--- config.mk ---
export PLATFORM = sky130hd
export DESIGN_NAME = regfile_mp
export DESIGN_NICKNAME = d
export VERILOG_FILES = /design/src/rtl/regfile_mp.sv
export SDC_FILE = /design/constraint.sdc
export NUM_CORES = 2
export LEC_CHECK = 0
export CORE_UTILIZATION = 63
export CTS_BUF_LIST = sky130_fd_sc_hd__clkbuf_4 sky130_fd_sc_hd__clkbuf_8 sky130_fd_sc_hd__clkbuf_16
export CTS_CLUSTER_SIZE = 30
export DETAILED_ROUTE_END_ITERATION = 7
export PLACE_DENSITY = 0.81
export SYNTH_ARGS = -nofsm -noshare
export SYNTH_HDL_FRONTEND = slang
export SYNTH_SLANG_ARGS = --single-unit
--- constraint.sdc ---
create_clock -name clk -period 6.8 [get_ports clk]
set_input_delay 2.04 -clock clk [delete_from_list [all_inputs] [get_ports clk]]
set_output_delay 2.04 -clock clk [all_outputs]
set_load 0.1 [all_outputs]
--- src/rtl/regfile_mp.sv ---
// Multi-port register file: NR combinational read lanes, two prioritised write ports, self-timed clear sweep.
// Define REGFILE_BYPASS_EN to return same-cycle write data on matching read lanes.
module regfile_mp #(
    parameter int DW       = 32,
    parameter int DEPTH    = 32,
    parameter int AW       = 5,
    parameter int NR       = 2,
    parameter int ZERO_REG = 1
) (
    input  logic            clk,
    input  logic            reset,
    output logic            ready,
    input  logic [NR*AW-1:0] raddr,
    output logic [NR*DW-1:0] rdata,
    input  logic            we0,
    input  logic [AW-1:0]   waddr0,
    input  logic [DW-1:0]   wdata0,
    input  logic            we1,
    input  logic [AW-1:0]   waddr1,
    input  logic [DW-1:0]   wdata1
);

    localparam logic [0:0] CLEAR = 1'b0;
    localparam logic [0:0] RUN   = 1'b1;
    localparam logic [AW-1:0] LAST_IDX = AW'(DEPTH - 1);

    logic [0:0]    state   = CLEAR;
    logic [AW-1:0] clr_idx = '0;
    logic [DW-1:0] mem [DEPTH];

    logic zero_w0;
    logic zero_w1;
    logic wr0;
    logic wr1;

    assign zero_w0 = (ZERO_REG != 0) && (waddr0 == '0);
    assign zero_w1 = (ZERO_REG != 0) && (waddr1 == '0);

    // Port 0 yields only to a port-1 write that actually targets the same entry.
    assign wr1 = we1 && !zero_w1;
    assign wr0 = we0 && !zero_w0 && !(we1 && (waddr1 == waddr0));

    assign ready = (state == RUN);

    always_ff @(posedge clk) begin
        if (reset) begin
            state   <= CLEAR;
            clr_idx <= '0;
        end else if (state == CLEAR) begin
            mem[clr_idx] <= '0;
            if (clr_idx == LAST_IDX) begin
                state <= RUN;
            end else begin
                clr_idx <= clr_idx + 1'b1;
            end
        end else begin
            if (wr0) begin
                mem[waddr0] <= wdata0;
            end
            if (wr1) begin
                mem[waddr1] <= wdata1;
            end
        end
    end

    for (genvar i = 0; i < NR; i++) begin : g_rd
        logic [AW-1:0] ra;
        logic [DW-1:0] lane;

        assign ra = raddr[i*AW +: AW];

        always_comb begin
            lane = mem[ra];
`ifdef REGFILE_BYPASS_EN
            if (we1 && (waddr1 == ra)) begin
                lane = wdata1;
            end else if (we0 && (waddr0 == ra)) begin
                lane = wdata0;
            end
`endif
            if ((state == CLEAR) || ((ZERO_REG != 0) && (ra == '0))) begin
                lane = '0;
            end
        end

        assign rdata[i*DW +: DW] = lane;
    end

endmodule

==> flow_summary.html <==
<table>
<tr><th>Metric</th><th>Value</th></tr>
<tr><th colspan="2">Setup path</th></tr>
<tr><td>Launch instance of the worst register-to-register path</td><td>ready$_SDFF_PP0_</td></tr>
<tr><td>Maximum fanout along the worst path</td><td>32</td></tr>
<tr><td>Critical path launch point type</td><td>primary input</td></tr>
<tr><td>Data arrival time of the critical path</td><td>4610 ps</td></tr>
<tr><td>Worst path most repeated cell</td><td>sky130_fd_sc_hd__buf_12</td></tr>
<tr><td>Worst path max stage delay</td><td>760 ps</td></tr>
<tr><td>Required arrival time at the worst endpoint</td><td>4760 ps</td></tr>
<tr><td>Ordered cell list for the critical path</td><td>clkdlybuf4s50_1 &gt; buf_4 &gt; nor4bb_4 &gt; buf_12 &gt; a22o_1 &gt; a31oi_1 &gt; nand4_1 &gt; buf_12</td></tr>
<tr><td>Number of cells on the worst reg-to-reg path</td><td>5</td></tr>
<tr><td>Worst Path Class, Setup</td><td>in2out</td></tr>
<tr><td>Worst-case register-to-register setup slack</td><td>~3100 ps</td></tr>
<tr><td>Slowest stage cell, crit path</td><td>sky130_fd_sc_hd__clkdlybuf4s50_1</td></tr>
<tr><td>Category of the worst setup path capture point</td><td>output pin</td></tr>
<tr><td>Endpoint of the worst register-to-register path</td><td>mem[13][19]$_DFFE_PP_</td></tr>
<tr><th colspan="2">Die</th></tr>
<tr><td>Placement Rows</td><td>112</td></tr>
<tr><td>Effective utilization at floorplan</td><td>63.6%</td></tr>
<tr><td>Placeable Area</td><td>about 93000 um^2</td></tr>
<tr><td>Count of boundary I/O pins</td><td>153</td></tr>
<tr><td>Total Die Area</td><td>95300 um^2</td></tr>
<tr><td>Die Y</td><td>309 um</td></tr>
<tr><td>Die outline width</td><td>309 um</td></tr>
<tr><th colspan="2">Detailed routing</th></tr>
<tr><td>Initial DRC Count</td><td>8177</td></tr>
<tr><td>Via count normalized by instance count</td><td>7.55</td></tr>
<tr><td>Via total after detailed routing</td><td>between 40000 and 50000</td></tr>
<tr><td>Post-route DRC</td><td>0</td></tr>
<tr><td>Total length of routed wires</td><td>204000 um</td></tr>
<tr><td>Wire length per cell</td><td>around 33 um</td></tr>
<tr><td>Remaining antenna violation count</td><td>0</td></tr>
<tr><td>Count of TritonRoute iterations in the first routing pass</td><td>7</td></tr>
<tr><th colspan="2">Clock tree</th></tr>
<tr><td>Post-CTS Hold Buffers</td><td>0</td></tr>
<tr><td>Post_cts resized</td><td>0</td></tr>
<tr><td>H-tree depth</td><td>3</td></tr>
<tr><td>Post-CTS setup-driven buffer insertion count</td><td>0</td></tr>
<tr><td>Clock tree sinks</td><td>approximately 1000</td></tr>
<tr><td>Clock transition at the registers of the reported paths</td><td>roughly 60 ps</td></tr>
<tr><td>Clock root cell</td><td>sky130_fd_sc_hd__clkbuf_16</td></tr>
<tr><td>Clk Latency, worst-skew pair</td><td>approximately 740 ps</td></tr>
<tr><td>Clock tree from TritonCTS</td><td>done</td></tr>
<tr><td>Clock buffer count from CTS</td><td>106</td></tr>
<tr><td>Clock buffer depth</td><td>3</td></tr>
<tr><th colspan="2">Worst hold path</th></tr>
<tr><td>Count of cells along the worst hold path</td><td>2</td></tr>
<tr><td>Start point of the worst min-delay path</td><td>clr_idx[1]$_SDFFE_PP0P_</td></tr>
<tr><td>Sink of the worst hold path</td><td>clr_idx[1]$_SDFFE_PP0P_</td></tr>
<tr><td>HP Class</td><td>reg2reg</td></tr>
<tr><th colspan="2">Power</th></tr>
<tr><td>IR Drop Worst-Case VDD</td><td>between 0.2 and 0.25 mV</td></tr>
<tr><td>Power Dens Cells</td><td>206 nW/um^2</td></tr>
<tr><td>Leakage power total</td><td>20.2 nW</td></tr>
<tr><th colspan="2">Yosys</th></tr>
<tr><td>Synthesized Nets</td><td>5151</td></tr>
<tr><td>Register bit total from synthesis</td><td>about 1000</td></tr>
<tr><td>Top flip-flop cell by instance count after synthesis</td><td>sky130_fd_sc_hd__edfxtp_1</td></tr>
<tr><td>Number of cells produced by synthesis</td><td>5061</td></tr>
<tr><td>Number of enable-type register cells in the synthesized netlist</td><td>1024</td></tr>
<tr><td>Async S/R FF share, synth</td><td>0%</td></tr>
<tr><td>Total number of yosys warnings</td><td>0</td></tr>
<tr><td>Share of synthesized area occupied by flip-flops and latches</td><td>52.1%</td></tr>
<tr><td>Netlist area before placement</td><td>between 50000 and 60000 um^2</td></tr>
<tr><td>Mean instance size in the synthesized netlist</td><td>11.7 um^2</td></tr>
<tr><td>Post-synth cell types</td><td>48</td></tr>
<tr><th colspan="2">Global routing</th></tr>
<tr><td>Initial antenna violation count</td><td>5</td></tr>
<tr><td>Via count of the first global-routing pass</td><td>~47000</td></tr>
<tr><td>Pin count of the biggest net entering global routing</td><td>65</td></tr>
<tr><td>Global-route wire length before repair</td><td>between 200000 and 300000 um</td></tr>
<tr><td>Total routing resource utilization after global routing</td><td>43.0%</td></tr>
<tr><td>Total congestion overflow after global routing</td><td>0</td></tr>
<tr><th colspan="2">STA</th></tr>
<tr><td>Share of the clock period used by the worst path after layout</td><td>a little under 100%</td></tr>
<tr><td>Final setup TNS</td><td>0 ps</td></tr>
<tr><td>Count of final max-slew check failures</td><td>0</td></tr>
<tr><td>Setup skew after layout</td><td>38.0 ps</td></tr>
<tr><td>Transition time of the tightest slew-check pin</td><td>1370 ps</td></tr>
<tr><td>Hold Slack</td><td>599 ps</td></tr>
<tr><td>Unrepaired setup endpoints after global routing</td><td>false</td></tr>
<tr><td>Number of failing hold endpoints at the final stage</td><td>0</td></tr>
<tr><td>Final period demand of the worst path</td><td>between 6000 and 7000 ps</td></tr>
<tr><td>Max Clk Rate</td><td>150 MHz</td></tr>
<tr><td>Worst slew slack as a fraction of its limit</td><td>8.24%</td></tr>
<tr><td># setup viols final</td><td>0</td></tr>
<tr><th colspan="2">Cells and area</th></tr>
<tr><td>Area occupied by registers</td><td>30900 um^2</td></tr>
<tr><td>Layout cell share with drive strength beyond 1</td><td>19.3%</td></tr>
<tr><td>Filler Cells Inserted</td><td>around 5900</td></tr>
<tr><td># nets final</td><td>4994</td></tr>
<tr><td>Area of the multi-input gates</td><td>25700 um^2</td></tr>
<tr><td>Area growth, synth to finish</td><td>11.6%</td></tr>
<tr><th colspan="2">Job</th></tr>
<tr><td>Max capacitance violation total</td><td>0</td></tr>
<tr><th colspan="2">Placed design</th></tr>
<tr><td>Final weighted congestion of routability-driven global placement</td><td>0.936</td></tr>
<tr><td>HPWL Detailed</td><td>119000 um</td></tr>
<tr><td>Number of buffers added on ports</td><td>152</td></tr>
<tr><th colspan="2">Outcome</th></tr>
<tr><td>Result of the run</td><td>finished, final reports clean</td></tr>
</table>
## synth_stat cells, types with 7 or more instances
| library cell | instances | share of area, % |
|---|---|---|
| sky130_fd_sc_hd__a21oi_1 | 33 | 0.28 |
| sky130_fd_sc_hd__a22o_1 | 64 | 0.95 |
| sky130_fd_sc_hd__a22oi_1 | 192 | 2.4 |
| sky130_fd_sc_hd__a31oi_1 | 64 | 0.68 |
| sky130_fd_sc_hd__buf_1 | 34 | 0.22 |
| sky130_fd_sc_hd__buf_2 | 151 | 1.3 |
| sky130_fd_sc_hd__buf_6 | 80 | 1.5 |
| sky130_fd_sc_hd__clkbuf_1 | 348 | 2.2 |
| sky130_fd_sc_hd__clkbuf_2 | 12 | 0.10 |
| sky130_fd_sc_hd__edfxtp_1 | 1024 | 52 |
| sky130_fd_sc_hd__inv_1 | 34 | 0.22 |
| sky130_fd_sc_hd__mux2i_1 | 256 | 4.3 |
| sky130_fd_sc_hd__mux4_2 | 384 | 15 |
| sky130_fd_sc_hd__nand2_1 | 1069 | 6.8 |
| sky130_fd_sc_hd__nand3_1 | 65 | 0.55 |
| sky130_fd_sc_hd__nand4_1 | 66 | 0.70 |
| sky130_fd_sc_hd__nor2_1 | 18 | 0.11 |
| sky130_fd_sc_hd__nor3_1 | 32 | 0.27 |
| sky130_fd_sc_hd__nor3b_1 | 7 | 0.089 |
| sky130_fd_sc_hd__o211ai_4 | 26 | 0.93 |
| sky130_fd_sc_hd__o21ai_0 | 948 | 8.0 |
| sky130_fd_sc_hd__o21ai_1 | 77 | 0.65 |
## sequential cells by signal, indices dropped and copies added (netlist names)
register,count
mem,1024
ready,1
clr_idx,5
## metal layers
layer  vias to the layer above  track usage (%)  routed length [um]
met4                         6             34.1               19700
li1                      18900                -                   -
met1                     22300             51.9               60700
met5                         -                0                  51
met2                      4695             64.7               90000
met3                      1296             13.3               33900
## final cells by class
cell class,instances,share of cell area [%]
sequential,1030,46.7
multi-input combinational,3363,38.9
timing repair buffer,369,6.65
clock buffer,123,4.21
tap,1254,2.37
clock inverter,69,0.916
inverter,34,0.193
antenna,7,0.0265
## worst max path at each step
| stage | from | depth (start not counted) | endpoint |
|---|---|---|---|
| floorplan | raddr[0] | 6 | rdata[21] |
| global route | raddr[8] | 8 | rdata[33] |
| CTS | raddr[8] | 8 | rdata[33] |
| detailed placement | raddr[3] | 7 | rdata[13] |
| global placement | raddr[3] | 7 | rdata[13] |
| finish | raddr[8] | 8 | rdata[59] |
## where the power goes
group | switching, W | internal [W] | leakage (nW) | total (W)
registers | 0.0000217 | 0.00692 | 7.99 | 0.00695
clock network | 0.00259 | 0.00320 | 1.67 | 0.00579
logic | 0.000538 | 0.000349 | 10.5 | 0.000887
total | 0.00315 | 0.0105 | 20.2 | 0.0136
## per-stage QoR
step	util [%]	area [um^2]	setup WS, ps	std cells	total power, W
after floorplan	-	59300	392	5061	0.00761
after global placement	67.3	62700	293	6050	0.00792
after detailed placement	67.3	62700	282	6050	0.00794
after CTS	70.9	66100	266	6242	0.0135
after global routing	70.9	66100	174	6243	0.0138
final	70.9	66100	152	6249	0.0136
## cells in the final DEF, fill, tap and decap left out, types with 8 or more instances in the layout
cell                              instances
sky130_fd_sc_hd__nand2_1               1068
sky130_fd_sc_hd__edfxtp_1              1024
sky130_fd_sc_hd__o21ai_0                917
sky130_fd_sc_hd__mux4_2                 384
sky130_fd_sc_hd__mux2i_1                256
sky130_fd_sc_hd__a22oi_1                192
sky130_fd_sc_hd__buf_4                  170
sky130_fd_sc_hd__buf_12                 111
sky130_fd_sc_hd__clkbuf_16              106
sky130_fd_sc_hd__clkdlybuf4s50_1         84
sky130_fd_sc_hd__o21ai_1                 77
sky130_fd_sc_hd__nand4_1                 66
sky130_fd_sc_hd__nand3_1                 65
sky130_fd_sc_hd__a22o_1                  64
sky130_fd_sc_hd__a31oi_1                 64
sky130_fd_sc_hd__inv_1                   34
sky130_fd_sc_hd__a21oi_1                 33
sky130_fd_sc_hd__o21ai_4                 31
sky130_fd_sc_hd__nor3_2                  30
sky130_fd_sc_hd__clkinv_1                29
sky130_fd_sc_hd__o211ai_4                26
sky130_fd_sc_hd__clkinv_2                18
sky130_fd_sc_hd__clkbuf_4                17
sky130_fd_sc_hd__nor2_1                  10
sky130_fd_sc_hd__nor2_4                   8
## critical path: cells and delay by family
| family | cells | cell delay (ps) |
|---|---|---|
| and+or+nand+nor | 2 | 380 |
| buffers and inverters | 4 | 1500 |
| AOI/OAI and AO/OA | 2 | 660 |
## cell families (layout without fill, tap and decap cells)
kind of cell | Yosys count | after routing | share of synthesized area, %
and+or+nand+nor | 1298 | 1298 | 9.03
other | 0 | 7 | 0
adders and majority gates | 2 | 2 | 0.0422
xor gates and xnor gates | 8 | 8 | 0.118
DFF | 1030 | 1030 | 52.1
AOI/OAI and AO/OA | 1415 | 1415 | 14.1
muxes | 640 | 640 | 18.9
buffers and inverters | 668 | 595 | 5.71
No activity file was read; power rests on OpenSTA's default activity.
